--- src/rtl/ps2_host_tx.sv ---
// PS/2 host-to-device transmitter: request-to-send, 11-bit frame clocked by the
// device, ACK check. Shares the open-collector lines with the PS/2 receiver.
module ps2_host_tx #(
  parameter int unsigned INHIBIT_CYCLES = 2500,
  parameter int unsigned TIMEOUT_CYCLES = 375000,
  parameter int unsigned FILTER_LEN     = 8
) (
  input  logic       clk,
  input  logic       rst,
  input  logic [7:0] tx_data,
  input  logic       tx_start,
  output logic       busy,
  output logic       done,
  output logic       error,
  input  logic       ps2_clk_i,
  input  logic       ps2_data_i,
  output logic       ps2_clk_oe,
  output logic       ps2_data_oe
);

  localparam int unsigned INH_W = $clog2(INHIBIT_CYCLES + 1);
  localparam int unsigned TMO_W = $clog2(TIMEOUT_CYCLES + 1);
  localparam int unsigned FLT_W = $clog2(FILTER_LEN + 1);
  localparam logic [INH_W-1:0] INH_LAST = INH_W'(INHIBIT_CYCLES - 1);
  localparam logic [INH_W-1:0] INH_DATA = INH_W'(INHIBIT_CYCLES - 2);
  localparam logic [TMO_W-1:0] TMO_LAST = TMO_W'(TIMEOUT_CYCLES - 1);
  localparam logic [FLT_W-1:0] FLT_LAST = FLT_W'(FILTER_LEN - 1);

  typedef enum logic [2:0] {
    S_IDLE, S_INHIBIT, S_REQ, S_SEND, S_ACK, S_NACK, S_WAITIDLE
  } state_t;

  logic             r_clk_s1, r_clk_s2, r_dat_s1, r_dat_s2;
  logic             r_clk_filt, r_fall;
  logic [FLT_W-1:0] r_flt_cnt;

  state_t           r_state;
  logic [9:0]       r_shift;
  logic [3:0]       r_bits;
  logic [INH_W-1:0] r_inh;
  logic [TMO_W-1:0] r_tmo;
  logic             w_tmo_hit;

  assign w_tmo_hit = (r_tmo == TMO_LAST);

  always_ff @(posedge clk or posedge rst) begin
    if (rst) begin
      r_clk_s1   <= '0;
      r_clk_s2   <= '0;
      r_dat_s1   <= '0;
      r_dat_s2   <= '0;
      r_clk_filt <= 1'b1;
      r_fall     <= 1'b0;
      r_flt_cnt  <= '0;
    end else begin
      r_clk_s1 <= ps2_clk_i;
      r_clk_s2 <= r_clk_s1;
      r_dat_s1 <= ps2_data_i;
      r_dat_s2 <= r_dat_s1;
      r_fall   <= 1'b0;
      if (r_clk_s2 == r_clk_filt) begin
        r_flt_cnt <= '0;
      end else if (r_flt_cnt == FLT_LAST) begin
        r_flt_cnt  <= '0;
        r_clk_filt <= r_clk_s2;
        r_fall     <= r_clk_filt;
      end else begin
        r_flt_cnt <= r_flt_cnt + FLT_W'(1);
      end
    end
  end

  always_ff @(posedge clk or posedge rst) begin
    if (rst) begin
      r_state     <= S_IDLE;
      r_shift     <= '0;
      r_bits      <= '0;
      r_inh       <= '0;
      r_tmo       <= '0;
      busy        <= 1'b0;
      done        <= 1'b0;
      error       <= 1'b0;
      ps2_clk_oe  <= 1'b0;
      ps2_data_oe <= 1'b0;
    end else begin
      done  <= 1'b0;
      error <= 1'b0;
      case (r_state)
        S_IDLE: begin
          busy        <= 1'b0;
          ps2_clk_oe  <= 1'b0;
          ps2_data_oe <= 1'b0;
          // busy is still high in the done/error cycle, so a request there is dropped
          if (tx_start && !busy) begin
            r_shift    <= {1'b1, ~^tx_data, tx_data};
            r_inh      <= '0;
            busy       <= 1'b1;
            ps2_clk_oe <= 1'b1;
            r_state    <= S_INHIBIT;
          end
        end
        S_INHIBIT: begin
          r_inh <= r_inh + INH_W'(1);
          if (r_inh == INH_DATA) ps2_data_oe <= 1'b1;
          if (r_inh == INH_LAST) begin
            ps2_clk_oe <= 1'b0;
            r_tmo      <= '0;
            r_state    <= S_REQ;
          end
        end
        S_REQ: begin
          r_bits  <= '0;
          r_state <= S_SEND;
        end
        S_SEND: begin
          if (r_fall) begin
            ps2_data_oe <= ~r_shift[0];
            r_shift     <= {1'b0, r_shift[9:1]};
            r_bits      <= r_bits + 4'd1;
            if (r_bits == 4'd9) r_state <= S_ACK;
          end
        end
        S_ACK: begin
          if (r_fall) r_state <= r_dat_s2 ? S_NACK : S_WAITIDLE;
        end
        S_NACK: begin
          error   <= 1'b1;
          r_state <= S_IDLE;
        end
        S_WAITIDLE: begin
          if (r_clk_filt && r_dat_s2) begin
            done    <= 1'b1;
            r_state <= S_IDLE;
          end
        end
        default: r_state <= S_IDLE;
      endcase

      // Timeout overrides whatever the state logic above scheduled this cycle.
      if (r_state inside {S_REQ, S_SEND, S_ACK}) begin
        r_tmo <= r_tmo + TMO_W'(1);
        if (w_tmo_hit) begin
          error       <= 1'b1;
          ps2_clk_oe  <= 1'b0;
          ps2_data_oe <= 1'b0;
          r_state     <= S_IDLE;
        end
      end
    end
  end

endmodule

--- config.mk ---
export PLATFORM = sky130hd
export DESIGN_NAME = ps2_host_tx
export DESIGN_NICKNAME = d
export VERILOG_FILES = /design/src/rtl/ps2_host_tx.sv
export SDC_FILE = /design/constraint.sdc
export NUM_CORES = 1
export LEC_CHECK = 0
export CORE_ASPECT_RATIO = 1.1
export CORE_UTILIZATION = 53
export DETAILED_ROUTE_END_ITERATION = 8
export GPL_ROUTABILITY_DRIVEN = 0
export GPL_TIMING_DRIVEN = 0
export HOLD_SLACK_MARGIN = 0.15
export PLACE_DENSITY = 0.72
export SLEW_MARGIN = 10
export SYNTH_ARGS = -nofsm -noshare
export SYNTH_HDL_FRONTEND = slang
export SYNTH_SLANG_ARGS = --single-unit
--- constraint.sdc ---
create_clock -name clk -period 2.1 [get_ports clk]
set_input_delay 0.315 -clock clk [delete_from_list [all_inputs] [get_ports clk]]
set_output_delay 0.315 -clock clk [all_outputs]
set_load 0.01 [all_outputs]
==> results.ini <==
[worst_setup_path]
cp_data_arrival_time_ns = 2.14
crit_slowest_cell = nor3_2
cp-end-kind = register
cp-start-kind = register
max_stage_delay_ns = 0.49
required_ns = 2.36
critical_path.cell_chain = buf_2 > nor3b_2 > o21ai_0 > nor3_2 > o21bai_1
crit_type = reg -> reg
critPathMaxFanout = 9
r2r_cells = 5
r2r-end = error$_DFF_PP0_
rr_startpoint = r_state[1]$_DFF_PP0_
rrSetupSlack_ns = 0.22

[drt]
routed_via_density = 5.76
vias = 2501
drc = 0
ant_nets = 0
drt_iter0_markers = 177
dr.pass1.iters = 4
wl_per_cell_um = 14.8
wirelength_mm = 6.44

[clock_tree]
htreeDepth = 3
clock_path_buffers = 2
root_buffer = clkbuf_8
cts_tree = built
hold_buffers = 0
clkTransAtPathRegs_ns = 0.07
cts_made_buffers = 9
cts_sinks = 63
clock_latency_ns = 0.35

[synth]
ys_ff_latch = 63
synth_edf_count = 0
ys_seq_area_frac = 0.488
synth_cells = 324
syn-num-nets = 343
synth_area_mm2 = 0.00323
syn_area_per_cell_um2 = 9.97
synthFlopType = dfrtp_1
yosysWarnings = 0
synth.distinct_cells = 55
postSynth.asyncResetShare = 1.00

[placed_design]
io_buffers = 17
dpl-instance-area_mm2 = 0.00350
pre_cts_ws_ns = -0.0451
dp_hpwl_mm = 4.43

[global_route]
top_usage_layer = met2
use_met2 = 0.340
met1_usage = 0.304
grt_pass1_wl_mm = 11.1
first_global_vias = 2395
antenna_found_initial = 0
grt_max_degree = 64
grt.met3_usage = 0.0383
grt-ovfl-total = 0
grt.total_usage = 0.222

[finish]
utilization = 0.635
final_cell_mix = 62 x dfrtp_1, 38 x nand2_1, 21 x mux2i_1, 21 x nor2_1
layout_commonest_cell = dfrtp_1
diodes = 0
drive_gt1_frac = 0.0952
nFillCells = 482
layout.nets = 371
final_cell_area_mm2 = 0.00371
area_growth_pct = 14.8

[die]
die_h_um = 83.9
die-area_mm2 = 0.00641
die_x_um = 76.4
io_pins = 18
initial_core_util = 0.553
core_mm2 = 0.00584
rows = 29

[power]
finalPower_w = 0.00250
power.density_mw_per_mm2 = 674
vdd_drop_max_mv = 0.412
p_leak_nw = 1.68

[worst_hold_path]
hold_depth = 0
hp-start = r_clk_s1$_DFF_PP0_
hold_end = r_clk_s2$_DFF_PP0_
min_path_type = reg -> reg

[timing]
rsz0062_at_grt = no
fin_worst_skew_ns = 0.00794
tns_ns = 0
fin_ws_ns = 0.215
achievable-frequency_ghz = 0.531
finalCritPeriodShare = 0.897
finalHoldViolCount = 0
maxSlewHeadroom = 0.490
worst_slew_pin_slew_ns = 0.764
slew_violations = 0
finalSetupViolCount = 0
period_needed_ns = 1.88

[outcome]
status = finished, final reports clean

[flow_run]
max-cap-violations = 0

-- report_power, final --
group          internal [W]  switching (W)
sequential          0.00126      0.0000337
clock              0.000573       0.000478
combinational     0.0000785      0.0000763
-- worst max-delay path, delay by kind of cell (launching register included) --
kind / cells / cell delay (ns)
flops: 1 / 0.35
simple gates: 2 / 0.85
compound gates: 2 / 0.43
buf+inv: 1 / 0.17
-- repair_timing --
item / CTS / global route
pin swaps: 0 / 0
gates resized for setup: 1 / 1
endpoints found under the setup margin: 9 / 5
buffers inserted: 0 / 0
-- flip-flops by register name, indices dropped and copies added, names as in the netlist, 3 cells and up --
signal and flops:
r_bits 4, r_shift 10, r_tmo 19, r_state 3, r_inh 12, r_flt_cnt 4
-- area by class of cell --
| class | count | area, um2 | share of cell area |
|---|---|---|---|
| clock buffers | 10 | 138 | 0.0371 |
| plain buffers | 14 | 68.8 | 0.0186 |
| multi-input cells | 243 | 1580 | 0.426 |
| repair buffers | 17 | 170 | 0.0459 |
| well taps | 77 | 96.3 | 0.0260 |
| flip-flops and latches | 63 | 1580 | 0.425 |
| clock inverters | 6 | 60.1 | 0.0162 |
| inverters | 4 | 17.5 | 0.00472 |
-- through the flow --
| step | hold WS, ns | std cells |
|---|---|---|
| 3_5_place_dp | 0.344 | 418 |
| 6_report | 0.356 | 434 |
| 5_1_grt | 0.367 | 434 |
| 4_1_cts | 0.361 | 434 |
| 2_1_floorplan | 0.331 | 324 |
| 3_3_place_gp | 0.334 | 418 |
-- layer usage --
layer | share of wire | vias up | wire [um]
li1 | - | 1238 | -
met1 | 0.49 | 1213 | 3170
met2 | 0.46 | 41 | 2950
met3 | 0.029 | 9 | 185
met4 | 0.021 | 0 | 133
met5 | 0 | - | 0
-- Yosys cell counts (all sizes together) (3+ instances only) --
library cell,n,area share
nor3b,4,0.011
xnor2,9,0.024
nor3,8,0.014
nor2,21,0.024
nand4,12,0.025
nor2b,4,0.0077
o31ai,7,0.016
a31oi,3,0.0058
and2,3,0.0058
clkbuf,8,0.0093
a21oi,14,0.022
nand3,19,0.029
dfrtp,62,0.48
buf,6,0.012
o21bai,3,0.0070
a21o,3,0.0070
ha,6,0.023
o211ai,7,0.016
nand2,38,0.044
and3,8,0.015
inv,4,0.0046
mux2i,21,0.065
o21ai,21,0.034
a22o,3,0.0081
-- worst max-delay path by stage --
stage | end | slack (ns) | from
floorplan | busy$_DFFE_PP0P_ | 0.22 | rst
global placement | r_inh[10]$_DFFE_PP0P_ | -0.89 | rst
detailed placement | r_tmo[5]$_DFFE_PP0P_ | -0.05 | r_state[1]$_DFF_PP0_
CTS | r_tmo[0]$_DFFE_PP0P_ | 0.06 | r_inh[2]$_DFFE_PP0P_
global route | r_tmo[9]$_DFFE_PP0P_ | 0.09 | r_state[1]$_DFF_PP0_
finish | error$_DFF_PP0_ | 0.22 | r_state[1]$_DFF_PP0_
-- cells by family after synthesis --
group | share of synthesized area
AOI/OAI and AO/OA | 0.145
xor gates and xnor gates | 0.0271
adders and majority gates | 0.0232
buffers and inverters | 0.0259
DFF | 0.488
muxes | 0.0686
and+or+nand+nor | 0.222
(Power assumes the default switching activity.)
